[src/rtl/mem16_arbiter_pkg.sv]
// Shared types and helpers for the two-port 16-bit word memory arbiter.
package mem16_arbiter_pkg;

  localparam int unsigned ADDR_W = 11;
  localparam int unsigned DATA_W = 16;

  typedef enum logic [1:0] {
    ST_IDLE   = 2'd0,
    ST_ACCESS = 2'd1,
    ST_DONE   = 2'd2
  } state_t;

  typedef enum logic {
    PORT_F = 1'b0,
    PORT_D = 1'b1
  } port_t;

  localparam logic [15:0] STAT_MAX = 16'hFFFF;

  function automatic logic [15:0] sat_inc(input logic [15:0] v);
    return (v == STAT_MAX) ? v : v + 16'd1;
  endfunction

endpackage

[src/rtl/mem16_arbiter_priority.sv]
// Combinational winner select: D by default, F once D has won STARVE_LIMIT times over a waiting F.
module mem16_arb_priority #(
  parameter int unsigned STARVE_LIMIT = 4,
  parameter int unsigned SW           = 3
) (
  input  logic          f_req,
  input  logic          d_req,
  input  logic [SW-1:0] starve_cnt,
  output logic          grant_d
);

  always_comb begin
    grant_d = 1'b0;
    if (d_req) begin
      grant_d = !(f_req && (starve_cnt == SW'(STARVE_LIMIT)));
    end
  end

endmodule

[src/rtl/mem16_arbiter.sv]
// Arbitrates fetch (F) and data (D) ports onto the single 16-bit word memory.
// Define MEM16_ARB_STATS_EN to add saturating grant/stall statistic outputs.
module mem16_arbiter
  import mem16_arbiter_pkg::*;
#(
  parameter int unsigned ACCESS_CYCLES = 2,
  parameter int unsigned STARVE_LIMIT  = 4
) (
  input  logic              clk,
  input  logic              rst,
  input  logic              f_req,
  input  logic [ADDR_W-1:0] f_addr,
  output logic              f_ack,
  output logic [DATA_W-1:0] f_rdata,
  input  logic              d_req,
  input  logic              d_we,
  input  logic [ADDR_W-1:0] d_addr,
  input  logic [DATA_W-1:0] d_wdata,
  output logic              d_ack,
  output logic [DATA_W-1:0] d_rdata,
  output logic [ADDR_W-1:0] mem_address,
  output logic [DATA_W-1:0] mem_datain,
  output logic              mem_write_enable,
  input  logic [DATA_W-1:0] mem_dataout
`ifdef MEM16_ARB_STATS_EN
  ,
  output logic [15:0]       stat_f_grants,
  output logic [15:0]       stat_d_grants,
  output logic [15:0]       stat_stall
`endif
);

  localparam int unsigned   CW         = (ACCESS_CYCLES > 1) ? $clog2(ACCESS_CYCLES) : 1;
  localparam int unsigned   SW         = (STARVE_LIMIT > 0) ? $clog2(STARVE_LIMIT + 1) : 1;
  localparam logic [CW-1:0] CNT_LOAD   = CW'(ACCESS_CYCLES - 1);
  localparam logic [SW-1:0] STARVE_MAX = SW'(STARVE_LIMIT);

  state_t        state;
  port_t         cur_port;
  logic [CW-1:0] cnt;
  logic [SW-1:0] starve_cnt;
  logic          grant_d;
  logic          any_req;

  assign any_req = f_req | d_req;

  mem16_arb_priority #(
    .STARVE_LIMIT (STARVE_LIMIT),
    .SW           (SW)
  ) u_priority (
    .f_req      (f_req),
    .d_req      (d_req),
    .starve_cnt (starve_cnt),
    .grant_d    (grant_d)
  );

  always_ff @(posedge clk) begin
    if (rst) begin
      state            <= ST_IDLE;
      cur_port         <= PORT_F;
      cnt              <= '0;
      starve_cnt       <= '0;
      f_ack            <= 1'b0;
      d_ack            <= 1'b0;
      f_rdata          <= '0;
      d_rdata          <= '0;
      mem_address      <= '0;
      mem_datain       <= '0;
      mem_write_enable <= 1'b0;
    end else begin
      f_ack <= 1'b0;
      d_ack <= 1'b0;
      case (state)
        ST_IDLE: begin
          mem_write_enable <= 1'b0;
          if (any_req) begin
            cnt   <= CNT_LOAD;
            state <= ST_ACCESS;
            if (grant_d) begin
              cur_port         <= PORT_D;
              mem_address      <= d_addr;
              mem_datain       <= d_wdata;
              mem_write_enable <= d_we;
              if (f_req && (starve_cnt != STARVE_MAX)) begin
                starve_cnt <= starve_cnt + 1'b1;
              end
            end else begin
              cur_port    <= PORT_F;
              mem_address <= f_addr;
              starve_cnt  <= '0;
            end
          end
        end

        ST_ACCESS: begin
          if (cnt == '0) begin
            // Still-high write enable marks a store: d_rdata keeps the last load.
            if (cur_port == PORT_F) begin
              f_rdata <= mem_dataout;
              f_ack   <= 1'b1;
            end else begin
              if (!mem_write_enable) begin
                d_rdata <= mem_dataout;
              end
              d_ack <= 1'b1;
            end
            mem_write_enable <= 1'b0;
            state            <= ST_DONE;
          end else begin
            cnt <= cnt - 1'b1;
          end
        end

        ST_DONE: begin
          state <= ST_IDLE;
        end

        default: begin
          state            <= ST_IDLE;
          mem_write_enable <= 1'b0;
        end
      endcase
    end
  end

`ifdef MEM16_ARB_STATS_EN
  always_ff @(posedge clk) begin
    if (rst) begin
      stat_f_grants <= '0;
      stat_d_grants <= '0;
      stat_stall    <= '0;
    end else begin
      if ((state == ST_IDLE) && any_req) begin
        if (grant_d) begin
          stat_d_grants <= sat_inc(stat_d_grants);
        end else begin
          stat_f_grants <= sat_inc(stat_f_grants);
        end
      end
      if ((f_req && !f_ack) || (d_req && !d_ack)) begin
        stat_stall <= sat_inc(stat_stall);
      end
    end
  end
`endif

endmodule

[config.mk]
export PLATFORM = sky130hd
export DESIGN_NAME = mem16_arbiter
export DESIGN_NICKNAME = d
export VERILOG_FILES = /design/src/rtl/mem16_arbiter_pkg.sv /design/src/rtl/mem16_arbiter_priority.sv /design/src/rtl/mem16_arbiter.sv
export SDC_FILE = /design/constraint.sdc
export NUM_CORES = 1
export LEC_CHECK = 0
export CAP_MARGIN = 20
export CORE_ASPECT_RATIO = 0.75
export CORE_UTILIZATION = 43
export CTS_CLUSTER_DIAMETER = 150
export CTS_CLUSTER_SIZE = 30
export DETAILED_ROUTE_END_ITERATION = 7
export GPL_ROUTABILITY_DRIVEN = 1
export PLACE_DENSITY = 0.88
export SYNTH_ARGS = -nofsm -noshare
export SYNTH_HDL_FRONTEND = slang
export SYNTH_SLANG_ARGS = --single-unit
[constraint.sdc]
create_clock -name clk -period 1.7 [get_ports clk]
set_input_delay 0.34 -clock clk [delete_from_list [all_inputs] [get_ports clk]]
set_output_delay 0.34 -clock clk [all_outputs]
set_load 0.01 [all_outputs]
=== Word-level counts from Yosys, hierarchy flattened ===
Cells that the tools add are included.

* Equal/unequal tests: 7
* Add/sub/neg operators: 2
* Bitwise gates (word level): 6
* Multiplexer cells: 17
* Reduce and logical (&&, ||, !) cells: 14

{| class="wikitable"
|+ Operators with widths
! operator !! number
|-
| 11-bit 2-to-1 mux || 1
|-
| 1-bit 2-to-1 mux || 9
|-
| 3-bit AND reduction || 3
|-
| 2-bit AND reduction || 4
|-
| 3-bit 2-to-1 mux || 2
|-
| 1-bit inverter || 5
|-
| 2-bit 2-to-1 mux || 2
|-
| 2-bit inequality test (second input constant) || 2
|-
| 2-bit one-hot mux with 2 select lines || 1
|-
| 4-bit AND reduction || 1
|-
| 3-bit by 1-bit adder with 3-bit output (second input constant) || 1
|-
| 3-bit equality test (second input constant) || 1
|-
| 3-bit inequality test (second input constant) || 1
|-
| 1-bit one-hot mux with 3 select lines || 1
|-
| 3-bit OR reduction || 1
|-
| 2-bit by 1-bit equality test with 1-bit output (second input constant) || 1
|-
| 2-bit equality test (second input constant) || 1
|-
| 1-bit logical AND || 2
|-
| 2-bit logical NOT || 1
|-
| 2-bit by 1-bit inequality test with 1-bit output (second input constant) || 1
|-
| 1-bit one-hot mux with 2 select lines || 1
|-
| 2-bit nonzero test || 1
|-
| 1-bit logical NOT || 1
|-
| 1-bit bitwise OR || 1
|-
| 1-bit subtractor (second input constant) || 1
|}

* Register bits after elaboration: 69
* Output and inout port bits: 62
* Input bits: 59
* Word-level logic and storage cells: 57

=== Longest topological paths before layout ===
Gate-level depths: netlist of the first run.

* Depth in word-level cells: 7
* Mapped depth: 6
* Mapped depth without buffers: 5

=== Cells and area by module ===
From an unflattened synthesis of the first run, not the netlist that was laid out.

* Cells, all modules: 325
* Area total of the unflattened synthesis: 2884.0 um^2

{| class="wikitable"
|+ By module, submodules not included
! module !! area each (um^2) !! times used !! sequential area each (um^2) !! cells an instance
|-
| mem16_arbiter || 2871.5 || 1 || 1381.3 || 323
|-
| mem16_arb_priority || 12.5 || 1 || 0.0 || 2
|}

=== Worst setup path before layout of the first run ===
OpenSTA, ideal clock, no wires.

* Kind: register to register
* Start point: register starve_cnt[0]
* End point: register mem_address[10]
* Arrival: 1.341 ns
* Path buffers: 1
* Data required time: 1.609 ns
* Setup time: 0.091 ns
* Path slack: 0.268 ns
* Cell stages (with the launch flop): 7
* Period minus slack after synthesis: 1.432 ns
* Cell sequence: dfxtp_1 > inv_1 > ha_1 > nand3_1 > clkbuf_1 > nand3_1 > a311oi_1

* Cells in the longest elaborated chain, start to end: 5

{| class="wikitable"
|+ Ends and longest elaborated chain
! what !! RTL line !! text
|-
| start: declaration || mem16_arbiter.sv:41 || <nowiki>logic [SW-1:0] starve_cnt;</nowiki>
|-
| start signal: assignment || mem16_arbiter.sv:85 || <nowiki>starve_cnt <= starve_cnt + 1'b1;</nowiki>
|-
| 3-bit equality test || mem16_arbiter_priority.sv:15 || <nowiki>grant_d = !(f_req && (starve_cnt == SW'(STARVE_LIMIT)));</nowiki>
|-
| 1-bit logical AND || mem16_arbiter_priority.sv:15 ||
|-
| 1-bit logical NOT || mem16_arbiter_priority.sv:15 ||
|-
| 1-bit 2-to-1 mux || mem16_arbiter_priority.sv:14 || <nowiki>if (d_req) begin</nowiki>
|-
| 11-bit 2-to-1 mux || mem16_arbiter.sv:79 || <nowiki>if (grant_d) begin</nowiki>
|-
| end signal: assignment || mem16_arbiter.sv:81 || <nowiki>mem_address <= d_addr;</nowiki>
|-
| end signal: assignment || mem16_arbiter.sv:89 || <nowiki>mem_address <= f_addr;</nowiki>
|-
| end: declaration || mem16_arbiter.sv:21 || <nowiki>output logic [ADDR_W-1:0] mem_address,</nowiki>
|}

Every way passes these cells.
A chain may end at the register's enable or synchronous reset.

=== Final worst setup path of the first run ===
* Start point: register mem_write_enable
* End point: output port mem_write_enable

{| class="wikitable"
|+ RTL lines
! what !! RTL line !! text
|-
| start: declaration || mem16_arbiter.sv:23 || <nowiki>output logic mem_write_enable,</nowiki>
|-
| start signal: assignment || mem16_arbiter.sv:83 || <nowiki>mem_write_enable <= d_we;</nowiki>
|}

No word-level cell between the ends.

==> summary.md, run 1 <==
| Metric | Value |
|---|---|
| Outcome | complete, no violations |
| Slew @ Worst Pin | 0.530 ns |
| R2R depth | 6 |
| Pleak | 0.00152 uW |
| WS Path Type | flop to primary output |
| Overall Global Routing Usage | 22.1% |
| Placed Cells | 521 |
| Setup crit end kind | primary output |
| GPL Wtd Cong | 0.794 |
| Switching share of power | 27.1% |
| Fin cells | 537 |
| Final setup viols | 0 |
| H-tree levels | 3 |
| Num CTS Buffers | 9 |
| Number of routed nets with antenna violations | 0 |
| Syn nets | 397 |
| Warnings from Yosys | 0 |
| Post-DP HPWL | 5.68 mm |
| Gr ovfl total | 0 |
| CP Cell Sequence | clkdlybuf4s50_1 |
| Flops & latches, synth | 69 |
| Max incr delay on CP | 0.57 ns |
| Avg Cell Area, Syn | 8.62 um2 |
| Slew margin rel. | 64.7% |
| Ys async rst share | 0% |
| Critical Path RT | 1.36 ns |
| Post-synthesis sequential area ratio | 47.7% |
| Top post-synthesis cells by count | dfxtp_1, a21oi_1, o21ai_0 |
| Final max-slew violation count | 0 |
| Post-Syn Area | 0.00290 mm2 |
| Top post-synthesis cells by area | dfxtp_1, a21oi_1, o21ai_0 |
| Final wirelength | 7.98 mm |
| Max Clock Skew | 0.00887 ns |
| Synthesized instance count | 336 |
| Logic pwr share | 20.4% |
| Synth area leader | dfxtp_1 |
| Max-cap violation count | 0 |
| RSZ-0062 raised after global routing | false |
| Reg2reg end | mem_address[10] |
| Total power | 3970 uW |
| Largest net degree at the start of global routing | 35 |
| Vias in the first global route | 2696 |
| Residual DRC count | 0 |
| Pwr Density | 905 mW/mm2 |
| Post-cts hold buffer count | 0 |
| Routed WL per cell | 14.9 um |
| Clock net sink count | 69 |
| Seq pwr share | 45.4% |
| First-pass GRT wire length | 12.4 mm |
| Origin of the worst setup path | mem_write_enable |
| Share of layout cells above drive strength 1 | 8.99% |
| Buf/Inv on CP | 1 |
| Longest Clk Path Bufs | 2 |
| Most common cell in the synthesized netlist | dfxtp_1 |
| FP Rows | 25 |
| Crit-path max FO | 4 |
| Max IR drop VDD | 0.000480 V |
| CP Depth | 1 |
| DIE HEIGHT | 73.1 um |
| Reg2reg start | starve_cnt[0] |
| IO buf count | 120 |
| CP Launch Type | flop |
| Crit-path slowest cell | clkdlybuf4s50_1 |
| Fin util | 68.5% |
| CORE AREA | 0.00641 mm2 |
| CTS Root Cell | clkbuf_8 |
| Count of cell types in the netlist | 35 |
| Final hold violations | 0 |
| Final #Nets | 512 |
| Max Freq | 615 MHz |
| Switching power total | 1080 uW |
| N_diodes | 0 |
| DR vias | 2939 |
| Initial antenna violation count | 0 |
| DIE WIDTH | 96.8 um |
| Minimum clock period | 1.63 ns |
| Die area | 0.00707 mm2 |
| Top Family by Delay on Critical Path | buffers and inverters |
| Clock-pin slew of the registers on the worst-case setup and hold paths | 0.07 ns |
| Number of synthesized flops with an enable pin | 0 |
| CTS tree | done |
| Num ports | 121 |
| Crit path DAT | 1.29 ns |
| Clock Power Share | 34.3% |
| Synth Flop Type | dfxtp_1 |
| DR iter-0 viols | 135 |
| 1st-pass router iterations | 4 |
| Setup_tns | 0 ns |
| Initial Utilization | 45.2% |
| Area growth syn-to-layout | 51.6% |
| CP Capture Point | mem_write_enable |
| Share of the synthesized area in the top cell type | 47.7% |
| Crit share post-route | 95.7% |
| Internal Dissipation | 2900 uW |
| Post-CTS sizing | 0 |
| # Post-CTS Setup Buffers | 0 |
| Vias per Instance | 5.47 |
| R2R setup slack | 0.17 ns |
| Worst skew pair latency | 0.34 ns |
| Class of the worst hold path | input pin to flop |
-- logic make-up (layout without fill, tap and decap cells) --
group | count (synthesis) | in the layout | synth area share (%)
AO/OA/AOI/OAI | 108 | 108 | 20.2
adder cells (fa/ha/maj) | 2 | 2 | 0.864
flip-flops | 69 | 69 | 47.7
AND/OR/NAND/NOR | 120 | 120 | 24.7
buffers and inverters | 37 | 157 | 6.57
-- how the worst min path moves through the flow --
stage,to,from,depth (start not counted)
2_1_floorplan,starve_cnt[1],starve_cnt[1],2
3_3_place_gp,f_rdata[11],f_rdata[11],2
3_5_place_dp,f_rdata[8],f_rdata[8],2
4_1_cts,state[0],rst,2
5_1_grt,state[0],rst,2
6_report,state[0],rst,2
-- layer usage --
metal	global-route usage [%]	part of all wire (%)
met1	27.1	45
met2	37.8	48
met3	7.38	6.1
met4	5.80	1.1
met5	0	0
-- state kept, by name, indices dropped and copies added (netlist names) --
| name | flops |
|---|---|
| mem_datain | 16 |
| mem_write_enable | 1 |
| f_rdata | 16 |
| starve_cnt | 3 |
| cur_port | 1 |
| state | 2 |
| cnt | 1 |
| mem_address | 11 |
| f_ack | 1 |
| d_ack | 1 |
| d_rdata | 16 |
-- layout by cell type, fill, tap and decap left out, types with 2 or more instances in the layout --
cell	synthesis	routed
buf_12	0	3
inv_1	4	4
ha_1	2	2
nand2b_1	17	17
clkinvlp_4	0	3
buf_4	1	14
nand4b_1	17	17
inv_6	0	2
a311oi_1	11	11
dfxtp_1	69	69
clkdlybuf4s50_1	0	119
nor2b_1	2	2
nor3b_1	2	2
nand2_1	34	34
nand3_1	29	29
nor2_1	4	4
nand4_1	2	2
clkbuf_8	0	10
o21ai_0	43	43
o21ai_1	2	2
a21oi_1	51	51
-- power by group through the flow --
stage	clock, uW	combinational (uW)	sequential [uW]
detailed placement	0	809	1840
finish	1360	810	1800
floorplan	0	351	1870
global route	1480	873	1820
CTS	1380	812	1800
global placement	0	791	1830
-- stage by stage --
stage	area, um2	setup slack, ns	hold WS [ns]
after detailed placement	4180	-0.0757	0.451
after CTS	4390	0.0523	0.411
final	4390	0.0730	0.424
after global routing	4390	0.00901	0.443
after floorplan	2900	0.268	0.453
after global placement	4180	-0.0398	0.443
-- cell type report --
cell class | instances | area, um2
well taps | 81 | 101
clock inverters | 6 | 70.1
repair buffers | 137 | 1360
multi-input cells | 230 | 1330
clock buffers | 10 | 138
flip-flops and latches | 69 | 1380
inverters | 4 | 15.0
fillers | 512 | 2020
Power figures use the tool's default switching activity.
==> inputs of run 2 (changes only) <==
PLACE_DENSITY = 0.89   (was 0.88)
==> summary.md, run 2 (synthesized netlist as in run 1, its figures left out) <==
| Metric | Value |
|---|---|
| H-tree levels | 3 (unchanged) |
| 1st-pass router iterations | 4 (unchanged) |
| Initial antenna violation count | 0 (unchanged) |
| Clock net sink count | 69 (unchanged) |
| Origin of the worst setup path | mem_write_enable |
| Final max-slew violation count | 0 (unchanged) |
| Clock Power Share | 35.4% (+1.1 points) |
| Max Freq | 616 MHz (+0.21%) |
| CTS tree | done |
| N_diodes | 0 (unchanged) |
| Top Family by Delay on Critical Path | buffers and inverters |
| Crit-path slowest cell | clkdlybuf4s50_1 |
| Minimum clock period | 1.62 ns (-0.00349 ns) |
| Vias per Instance | 5.48 (+0.19%) |
| Class of the worst hold path | flop to flop |
| Slew @ Worst Pin | 0.578 ns (+0.0483 ns) |
| Logic pwr share | 20.2% (-0.2 points) |
| Crit path DAT | 1.28 ns (about the same) |
| CP Cell Sequence | clkdlybuf4s50_1 |
| Die area | 0.00707 mm2 (unchanged) |
| Final setup viols | 0 (unchanged) |
| Max incr delay on CP | 0.57 ns (about the same) |
| Slew margin rel. | 61.5% (-3.2 points) |
| DR iter-0 viols | 135 (unchanged) |
| GPL Wtd Cong | 0.802 (+1.0%) |
| Reg2reg end | d_rdata[5] |
| Clock-pin slew of the registers on the worst-case setup and hold paths | 0.07 ns (about the same) |
| FP Rows | 25 (unchanged) |
| Routed WL per cell | 15.4 um (+3.5%) |
| Final #Nets | 512 (unchanged) |
| Fin cells | 536 (-0.19%) |
| Max-cap violation count | 0 (unchanged) |
| Residual DRC count | 0 (unchanged) |
| WS Path Type | flop to primary output |
| Max Clock Skew | 0.0108 ns (+0.00192 ns) |
| CORE AREA | 0.00641 mm2 (unchanged) |
| IO buf count | 120 (unchanged) |
| Max IR drop VDD | 0.000503 V (+4.9%) |
| Buf/Inv on CP | 1 (unchanged) |
| Pwr Density | 924 mW/mm2 (+2.2%) |
| Final wirelength | 8.25 mm (+3.3%) |
| Crit-path max FO | 4 (unchanged) |
| Setup crit end kind | primary output |
| # Post-CTS Setup Buffers | 0 (unchanged) |
| Largest registers | d_rdata: 16 flops, f_rdata: 16 flops, mem_datain: 16 flops |
| Largest net degree at the start of global routing | 85 (+140%) |
| Area growth syn-to-layout | 51.4% |
| Crit share post-route | 95.5% (-0.21 points) |
| Worst skew pair latency | 0.34 ns (about the same) |
| Total power | 4050 uW (+2.0%) |
| Initial Utilization | 45.2% (unchanged) |
| Seq pwr share | 44.4% (-1.0 points) |
| Commonest non-fill, non-tap cell in the layout | clkdlybuf4s50_1 |
| First-pass GRT wire length | 13.0 mm (+4.4%) |
| Num CTS Buffers | 9 (unchanged) |
| Outcome | complete, no violations |
| CTS Root Cell | clkbuf_8 |
| Post-cts hold buffer count | 0 (unchanged) |
| Final hold violations | 0 (unchanged) |
| DR vias | 2939 (unchanged) |
| Critical Path RT | 1.36 ns (about the same) |
| Share of layout cells above drive strength 1 | 8.79% (-0.20 points) |
| Num ports | 121 (unchanged) |
| Overall Global Routing Usage | 23.2% (+1.1 points) |
| CP Depth | 1 (unchanged) |
| Placed Cells | 521 (unchanged) |
| Reg2reg start | cnt |
| R2R depth | 3 (-3) |
| DIE WIDTH | 96.8 um (unchanged) |
| Longest Clk Path Bufs | 2 (unchanged) |
| Switching share of power | 26.4% (-0.75 points) |
| RSZ-0062 raised after global routing | false |
| Post-CTS sizing | 0 (unchanged) |
| Most frequent cells in the layout | clkdlybuf4s50_1, dfxtp_1, a21oi_1 |
| CP Capture Point | mem_write_enable |
| R2R setup slack | 0.09 ns (-0.08 ns) |
| Pleak | 0.00152 uW (+0.14%) |
| Gr ovfl total | 0 (unchanged) |
| Vias in the first global route | 2783 (+3.2%) |
| Post-DP HPWL | 5.64 mm (-0.59%) |
| Internal Dissipation | 2980 uW (+3.0%) |
| CP Launch Type | flop |
| DIE HEIGHT | 73.1 um (unchanged) |
| Number of routed nets with antenna violations | 0 (unchanged) |
| Switching power total | 1070 uW (-0.82%) |
==> run 2: worst min-delay path by stage <==
| stage | slack, ns | cells after the start | endpoint | start |
|---|---|---|---|---|
| after global placement | 0.44 | 2 | f_rdata[7] | f_rdata[7] |
| after global routing | 0.48 | 2 | f_rdata[5] | f_rdata[5] |
| after floorplan | 0.45 | 2 | starve_cnt[1] | starve_cnt[1] |
| after detailed placement | 0.45 | 2 | f_rdata[5] | f_rdata[5] |
| final | 0.45 | 2 | f_rdata[5] | f_rdata[5] |
| after CTS | 0.46 | 2 | f_rdata[5] | f_rdata[5] |
==> run 2: routing by layer <==
| metal | vias up | track usage (%) | part of all wire (%) |
|---|---|---|---|
| met5 | - | 0 | 0 |
| met4 | 0 | 12.3 | 2.3 |
| met3 | 19 | 7.18 | 6.8 |
| met2 | 131 | 36.7 | 48 |
| met1 | 1367 | 28.8 | 43 |
| li1 | 1422 | - | - |
==> run 2: worst reg2reg max path, delay by kind of cell, from the launching register on <==
kind	cells	cell delay, ns
simple gates	1	0.65
compound gates	2	0.46
flops	1	0.37
==> run 2: through the flow <==
stage               cell area, um2  setup slack (ns)  TNS (ns)  util [%]  hold slack [ns]
CTS                           4380            0.0541         0      68.4            0.456
finish                        4380            0.0765         0      68.4            0.452
floorplan                     2900             0.268         0         -            0.453
global placement              4170           -0.0321   -0.0321      65.1            0.443
global route                  4380            0.0278         0      68.4            0.476
detailed placement            4170           -0.0915    -0.519      65.1            0.446
==> run 2: layout make-up <==
cell class	count	area, um2
Inverter	4	15.0
Fill cell	507	2030
Clock inverter	6	88.8
Timing Repair Buffer	137	1350
Multi-Input combinational cell	230	1330
Clock buffer	9	124
Sequential cell	69	1380
Tap cell	81	101
==> run 2: power by group through the flow <==
stage / Clock [uW] / Sequential, uW / Combinational, uW
2_1_floorplan: 0 / 1870 / 351
3_3_place_gp: 0 / 1830 / 789
3_5_place_dp: 0 / 1830 / 814
4_1_cts: 1460 / 1800 / 819
5_1_grt: 1530 / 1810 / 883
6_report: 1430 / 1800 / 819
